==> config.mk <==
export PLATFORM = sky130hd
export DESIGN_NAME = mem_ctrl_pipe_reg_flat
export DESIGN_NICKNAME = d
export VERILOG_FILES = /design/src/rtl/mem_ctrl_pipe_reg_if.sv /design/src/rtl/mem_ctrl_pipe_reg.sv /design/src/flat_wrapper.sv
export SDC_FILE = /design/constraint.sdc
export NUM_CORES = 1
export LEC_CHECK = 0
export ABC_CLOCK_PERIOD_IN_PS = 1300
export CELL_PAD_IN_SITES_DETAIL_PLACEMENT = 0
export CELL_PAD_IN_SITES_GLOBAL_PLACEMENT = 2
export CORE_AREA = 3 3 40 42
export CTS_BUF_LIST = sky130_fd_sc_hd__clkbuf_8 sky130_fd_sc_hd__clkbuf_16
export DETAILED_ROUTE_END_ITERATION = 10
export DIE_AREA = 0 0 43 45
export PLACE_DENSITY = 0.73
export SLEW_MARGIN = 20
export SYNTH_ARGS = -nofsm -noshare
export SYNTH_HDL_FRONTEND = slang
export SYNTH_SLANG_ARGS = --single-unit
==> constraint.sdc <==
create_clock -name clk -period 1.3 [get_ports clk]
set_input_delay 0.39 -clock clk [delete_from_list [all_inputs] [get_ports clk]]
set_output_delay 0.39 -clock clk [all_outputs]
set_load 0.1 [all_outputs]
==> src/rtl/mem_ctrl_pipe_reg_if.sv <==
`default_nettype none
//==============================================================================
// Module      : mem_ctrl_pipe_reg_if
// Description : Control/handshake bundle between ID/EXE, the MEM-stage control
//               pipeline register and the data memory.
// Revision    : 1.0 - initial release
//==============================================================================
interface mem_ctrl_pipe_reg_if #(
    parameter int CTRL_W = 3
);
    logic [CTRL_W-1:0] in_ctrl;
    logic              in_valid;
    logic              stall;
    logic              flush;
    logic              mem_ready;
    logic [CTRL_W-1:0] out_ctrl;
    logic              out_valid;
    logic              stall_req;

    modport master (
        output in_ctrl, in_valid, stall, flush, mem_ready,
        input  out_ctrl, out_valid, stall_req
    );

    modport slave (
        input  in_ctrl, in_valid, stall, flush, mem_ready,
        output out_ctrl, out_valid, stall_req
    );
endinterface
`default_nettype wire

==> src/rtl/mem_ctrl_pipe_reg.sv <==
`default_nettype none
//==============================================================================
// Module      : mem_ctrl_pipe_reg
// Description : DEPTH-stage ID/EXE-to-MEM control pipeline with stall, flush
//               and memory-ready backpressure. Optional hold-cycle counter
//               enabled by defining MEM_CTRL_HOLD_STATS_EN.
// Revision    : 1.0 - initial release
//==============================================================================
module mem_ctrl_pipe_reg #(
    parameter int                CTRL_W   = 3,
    parameter int                DEPTH    = 1,
    parameter logic [CTRL_W-1:0] MEM_MASK = 3'b111
) (
    input  logic               clk,
    input  logic               reset,
    mem_ctrl_pipe_reg_if.slave bus
`ifdef MEM_CTRL_HOLD_STATS_EN
    ,
    output logic [15:0]        hold_cycles
`endif
);

    if (DEPTH < 1 || DEPTH > 4) begin : g_depth_check
        $error("mem_ctrl_pipe_reg: DEPTH must be in 1..4");
    end

    logic              w_mem_pending;
    logic              w_hold;
    logic              w_advance;
    logic              w_out_valid;
    logic [CTRL_W-1:0] w_out_ctrl;

    for (genvar i = 0; i < DEPTH; i++) begin : g_stage
        localparam bit c_is_last = (i == DEPTH - 1);

        logic              r_valid;
        logic [CTRL_W-1:0] r_ctrl;
        logic              w_d_valid;
        logic [CTRL_W-1:0] w_d_ctrl;
        logic              w_keep;

        if (i == 0) begin : g_head
            // Bubbles always carry an all-zero bundle so MEM never sees stray enables.
            assign w_d_valid = bus.in_valid;
            assign w_d_ctrl  = bus.in_valid ? bus.in_ctrl : '0;
        end else begin : g_body
            assign w_d_valid = g_stage[i-1].r_valid;
            assign w_d_ctrl  = g_stage[i-1].r_ctrl;
        end

        // A memory op already waiting on mem_ready survives a flush.
        assign w_keep = c_is_last && w_hold;

        always_ff @(posedge clk or posedge reset) begin
            if (reset) begin
                r_valid <= 1'b0;
                r_ctrl  <= '0;
            end else if (bus.flush) begin
                if (!w_keep) begin
                    r_valid <= 1'b0;
                    r_ctrl  <= '0;
                end
            end else if (w_advance) begin
                r_valid <= w_d_valid;
                r_ctrl  <= w_d_ctrl;
            end
        end
    end

    assign w_out_valid   = g_stage[DEPTH-1].r_valid;
    assign w_out_ctrl    = g_stage[DEPTH-1].r_ctrl;
    assign w_mem_pending = w_out_valid & (|(w_out_ctrl & MEM_MASK));
    assign w_hold        = w_mem_pending & ~bus.mem_ready;
    assign w_advance     = ~bus.stall & ~w_hold;

    assign bus.out_valid = w_out_valid;
    assign bus.out_ctrl  = w_out_ctrl;
    assign bus.stall_req = w_hold;

`ifdef MEM_CTRL_HOLD_STATS_EN
    logic [15:0] r_hold_cycles;

    always_ff @(posedge clk or posedge reset) begin
        if (reset) begin
            r_hold_cycles <= 16'd0;
        end else if (w_hold && (r_hold_cycles != 16'hFFFF)) begin
            r_hold_cycles <= r_hold_cycles + 16'd1;
        end
    end

    assign hold_cycles = r_hold_cycles;
`endif

endmodule
`default_nettype wire

==> src/flat_wrapper.sv <==
// flat-port wrapper written by rule: the top's interface ports become plain ports
module mem_ctrl_pipe_reg_flat 
#(
    parameter int                CTRL_W   = 3,
    parameter int                DEPTH    = 1,
    parameter logic [CTRL_W-1:0] MEM_MASK = 3'b111
)
  (clk, reset, bus_in_ctrl, bus_in_valid, bus_stall, bus_flush, bus_mem_ready, bus_out_ctrl, bus_out_valid, bus_stall_req);
  mem_ctrl_pipe_reg_if #(.CTRL_W(CTRL_W)) bus_i ();
  input  logic clk;
  input  logic reset;
  input wire logic [$bits(bus_i.in_ctrl)-1:0] bus_in_ctrl;
  input wire logic [$bits(bus_i.in_valid)-1:0] bus_in_valid;
  input wire logic [$bits(bus_i.stall)-1:0] bus_stall;
  input wire logic [$bits(bus_i.flush)-1:0] bus_flush;
  input wire logic [$bits(bus_i.mem_ready)-1:0] bus_mem_ready;
  output wire logic [$bits(bus_i.out_ctrl)-1:0] bus_out_ctrl;
  output wire logic [$bits(bus_i.out_valid)-1:0] bus_out_valid;
  output wire logic [$bits(bus_i.stall_req)-1:0] bus_stall_req;
  assign bus_i.in_ctrl = bus_in_ctrl;
  assign bus_i.in_valid = bus_in_valid;
  assign bus_i.stall = bus_stall;
  assign bus_i.flush = bus_flush;
  assign bus_i.mem_ready = bus_mem_ready;
  assign bus_out_ctrl = bus_i.out_ctrl;
  assign bus_out_valid = bus_i.out_valid;
  assign bus_stall_req = bus_i.stall_req;
  mem_ctrl_pipe_reg #(.CTRL_W(CTRL_W), .DEPTH(DEPTH), .MEM_MASK(MEM_MASK)) u_core (.clk(clk), .reset(reset), .bus(bus_i));
endmodule
=== After elaboration in Yosys (flattened, before gate mapping) ===
Cells that the tools add are included.

* Word-level logic and storage cells: 19
* Flip-flop bits (word level): 4

* Equality and inequality tests: 1
* Mux-type cells: 7
* Bitwise operators: 6
* Reduce and logical (&&, ||, !) cells: 3

{| class="wikitable"
|+ Operators with widths
! cell !! number
|-
| $mux 3 || 4
|-
| $and 1x1->1 || 3
|-
| $mux 1 || 3
|-
| $not 1->1 || 3
|-
| $reduce_or 3->1 || 1
|-
| $ne 2x2->1 const B || 1
|-
| $reduce_and 2->1 || 1
|-
| $reduce_bool 2->1 || 1
|}

=== Longest topological paths before layout ===
* Word-level depth: 7
* Mapped depth: 3
* Mapped depth without buffers: 3

=== Worst setup path after synthesis ===
No wires, ideal clock.

* Kind: reg-to-output
* From: register u_core.g_stage[0].r_valid, in the netlist u_core.bus.out_valid
* To: output bus_stall_req
* Required time: 910 ps
* Path buffers: 0
* Arrival time: 2080 ps
* Cell stages (with the launch flop): 4
* Path slack: -1170 ps
* Cells stage by stage: dfrtp_1 inv_1 or3_4 inv_1

* Word-level cells in the longest chain between the ends: 2

{| class="wikitable"
|+ RTL lines
! what !! RTL line !! source
|-
| from (decl) || mem_ctrl_pipe_reg.sv:36 || <nowiki>logic r_valid;</nowiki>
|-
| from (signal assigned) || mem_ctrl_pipe_reg.sv:64 || <nowiki>r_valid <= w_d_valid;</nowiki>
|-
| $and 1x1->1 || mem_ctrl_pipe_reg.sv:72 || <nowiki>assign w_mem_pending = w_out_valid & (|(w_out_ctrl & MEM_MASK));</nowiki>
|-
| $and 1x1->1 || mem_ctrl_pipe_reg.sv:73 || <nowiki>assign w_hold = w_mem_pending & ~bus.mem_ready;</nowiki>
|-
| to (decl) || flat_wrapper.sv:19 || <nowiki>output wire logic [$bits(bus_i.stall_req)-1:0] bus_stall_req;</nowiki>
|}

Every way passes these cells.

=== Worst setup path after layout ===
Same ends and word-level chain as after synthesis.

==> flow_metrics.py <==
metrics = {
    "status": {
        "status": "complete, but fails checks",
        "violations": "negative setup slack",
    },
    "setup_path": {
        "path_buf_inv": 3,
        "path_cells": "inv_2, or3_4, clkinvlp_4, buf_12",
        "slowest_delay_ns": 0.40,
        "cp_max_fo": 2,
        "required_ns": 0.91,
        "critPathTopFamily": "flip-flops",
        "reg2reg_slack_ns": -0.14,
        "r2r_end": "u_core.bus.out_ctrl[1]",
        "end_kind": "primary output",
        "crit_arrival_ns": 1.28,
        "slowest_stage": "dfrtp_4",
        "critPathLaunchType": "flop",
        "crit-reg2reg-launch": "u_core.bus.out_valid",
        "r2r_cells": 5,
        "crit_type": "reg -> out",
    },
    "timing": {
        "max_freq_ghz": 0.597,
        "fin_ws_ns": -0.374,
        "finalSetupViolCount": 8,
        "clock_skew_ns": 0.000846,
        "min_period_over_period_pct": 129,
        "final.setup.tns_ns": -1.40,
        "rsz0062_at_grt": "yes",
        "period_minus_slack_ns": 1.67,
        "holdWs_ns": 0.366,
        "worst_pin_slew_ns": 0.319,
        "slew_headroom_pct": 78.6,
        "maxSlewViolCount": 0,
        "hold_viol_final": 0,
    },
    "logic_synthesis": {
        "netlist_instances": 17,
        "synth_seq_area_share_pct": 53.3,
        "ys_types": 9,
        "ys_ff_latch": 4,
        "synth_nets": 26,
        "syn_avg_cell_area_um2": 11.0,
        "syn_area_um2": 188,
        "yosysWarningCount": 0,
    },
    "place": {
        "gp_congestion": 0.642,
        "hpwl_um": 553,
        "post-place-ws_ns": -0.584,
        "dpl.cell_count": 51,
        "port_buffers": 13,
        "place_area_um2": 455,
    },
    "cells_and_area": {
        "utilization_pct": 43.3,
        "n_antenna_cell": 0,
        "fin_area_um2": 557,
        "layout-drive-gt1-share_pct": 62.8,
        "fin_cells": 58,
        "fill_cells": 119,
        "final_nets": 54,
        "area_delta_synth_final_pct": 197,
    },
    "floorplan": {
        "die_area_um2": 1940,
        "initial_core_util_pct": 14.6,
        "die_h_um": 45,
        "ios": 14,
        "coreArea_um2": 1280,
        "rows": 13,
        "die_x_um": 43,
    },
    "pwr": {
        "power_switching_uw": 159,
        "power_frac_comb_pct": 30.8,
        "p_per_area_nw_per_um2": 1040,
        "power_uw": 581,
        "p_clk_share_pct": 44.4,
        "leakage_nw": 0.235,
        "power.internal_uw": 421,
        "seq_power_share_pct": 24.8,
        "vdd_drop_max_mv": 0.526,
        "swShare_pct": 27.4,
    },
    "grt": {
        "grt_max_degree": 5,
        "first_global_vias": 271,
        "overflow": 0,
        "antenna_found_initial": 0,
        "grt_pass1_wl_um": 1260,
        "grt_use_total_pct": 9.43,
    },
    "clocking": {
        "worst_skew_pair.late_latency_ns": 0.22,
        "cts_root_buffer": "clkbuf_8",
        "cts_tree": "done",
        "cts-buffers-inserted": 3,
        "cts_buffer_depth": 2,
        "clock-sinks": 4,
        "cts-hold-fix-buffers": 0,
        "clk_pin_slew_ns": 0.03,
        "htree_levels": 1,
    },
    "route": {
        "num_vias": 250,
        "route.detailed.drc": 0,
        "vias_per_cell": 4.31,
        "drt_iter0_drc": 0,
        "wl_per_cell_um": 12.7,
        "dr.pass1.iters": 1,
        "wl_um": 738,
        "ant_nets": 0,
    },
    "hold_path": {
        "hp-class": "in -> async",
    },
    "run": {
        "max-cap-violations": 0,
    },
}
[state kept, by name, indices dropped and copies added (netlist names)]
name,flops
u_core.bus.out_ctrl,3
u_core.bus.out_valid,1
[worst max path at each step]
stage                                     from            end  slack [ns]  cells past startpoint
after global placement           bus_mem_ready  bus_stall_req       -0.56                      4
after CTS                 u_core.bus.out_valid  bus_stall_req       -0.39                      4
after floorplan           u_core.bus.out_valid  bus_stall_req       -0.49                      3
final                     u_core.bus.out_valid  bus_stall_req       -0.37                      4
after global routing      u_core.bus.out_valid  bus_stall_req       -0.42                      4
after detailed placement         bus_mem_ready  bus_stall_req       -0.58                      4
[layout make-up]
type,count,area (um^2),area share (%)
Multi-Input combinational cell,9,88.8,16.0
Clock buffer,3,41.3,7.42
Tap cell,15,18.8,3.37
Sequential cell,4,115,20.7
Timing Repair Buffer,23,274,49.2
Inverter,4,18.8,3.37
[power by group through the flow]
stage,Combinational (mW),Sequential (mW),Clock (mW)
CTS,0.170,0.142,0.270
detailed placement,0.161,0.143,0
global route,0.187,0.145,0.281
floorplan,0.0260,0.196,0
global placement,0.158,0.143,0
finish,0.179,0.144,0.258
[synthesized netlist by cell type]
master | count | area share (%)
dfrtp_1 | 4 | 53
inv_1 | 4 | 8.0
a32o_1 | 3 | 16
a31oi_1 | 1 | 3.3
nand2_1 | 1 | 2.0
nor3_1 | 1 | 2.7
nor3b_1 | 1 | 4.0
o2bb2ai_1 | 1 | 4.7
or3_4 | 1 | 6.0
[cell families (layout without fill, tap and decap cells)]
family / after synthesis / count (layout) / synth area share (%)
flip-flops: 4 / 4 / 53.3
AO/OA/AOI/OAI: 5 / 5 / 24.0
buffers and inverters: 4 / 30 / 8.00
AND/OR/NAND/NOR: 4 / 4 / 14.7
[cell usage in the layout (no fill, tap or decap), drive strengths merged]
cell type	netlist	routed
inv	4	3
buf	0	15
nand2	1	1
o2bb2ai	1	1
a31oi	1	1
or3	1	1
nor3	1	1
nor3b	1	1
clkdlybuf4s50	0	7
clkinvlp	0	1
a32o	3	3
clkbuf	0	3
dfrtp	4	4
clkdlybuf4s15	0	1
[routing by layer]
layer	up-vias	part of all wire [%]	global-route usage, %
met5	-	0	0
met4	0	2.2	9.04
met3	2	11	3.98
met2	16	51	14.7
met1	117	36	9.47
li1	115	-	-
[timing repair]
action | in CTS | in global routing
buffers inserted | 2 | 2
gates resized for setup | 5 | 4
setup endpoints to repair | 9 | 8
pin swaps | 3 | 2
Power figures use the tool's default switching activity.
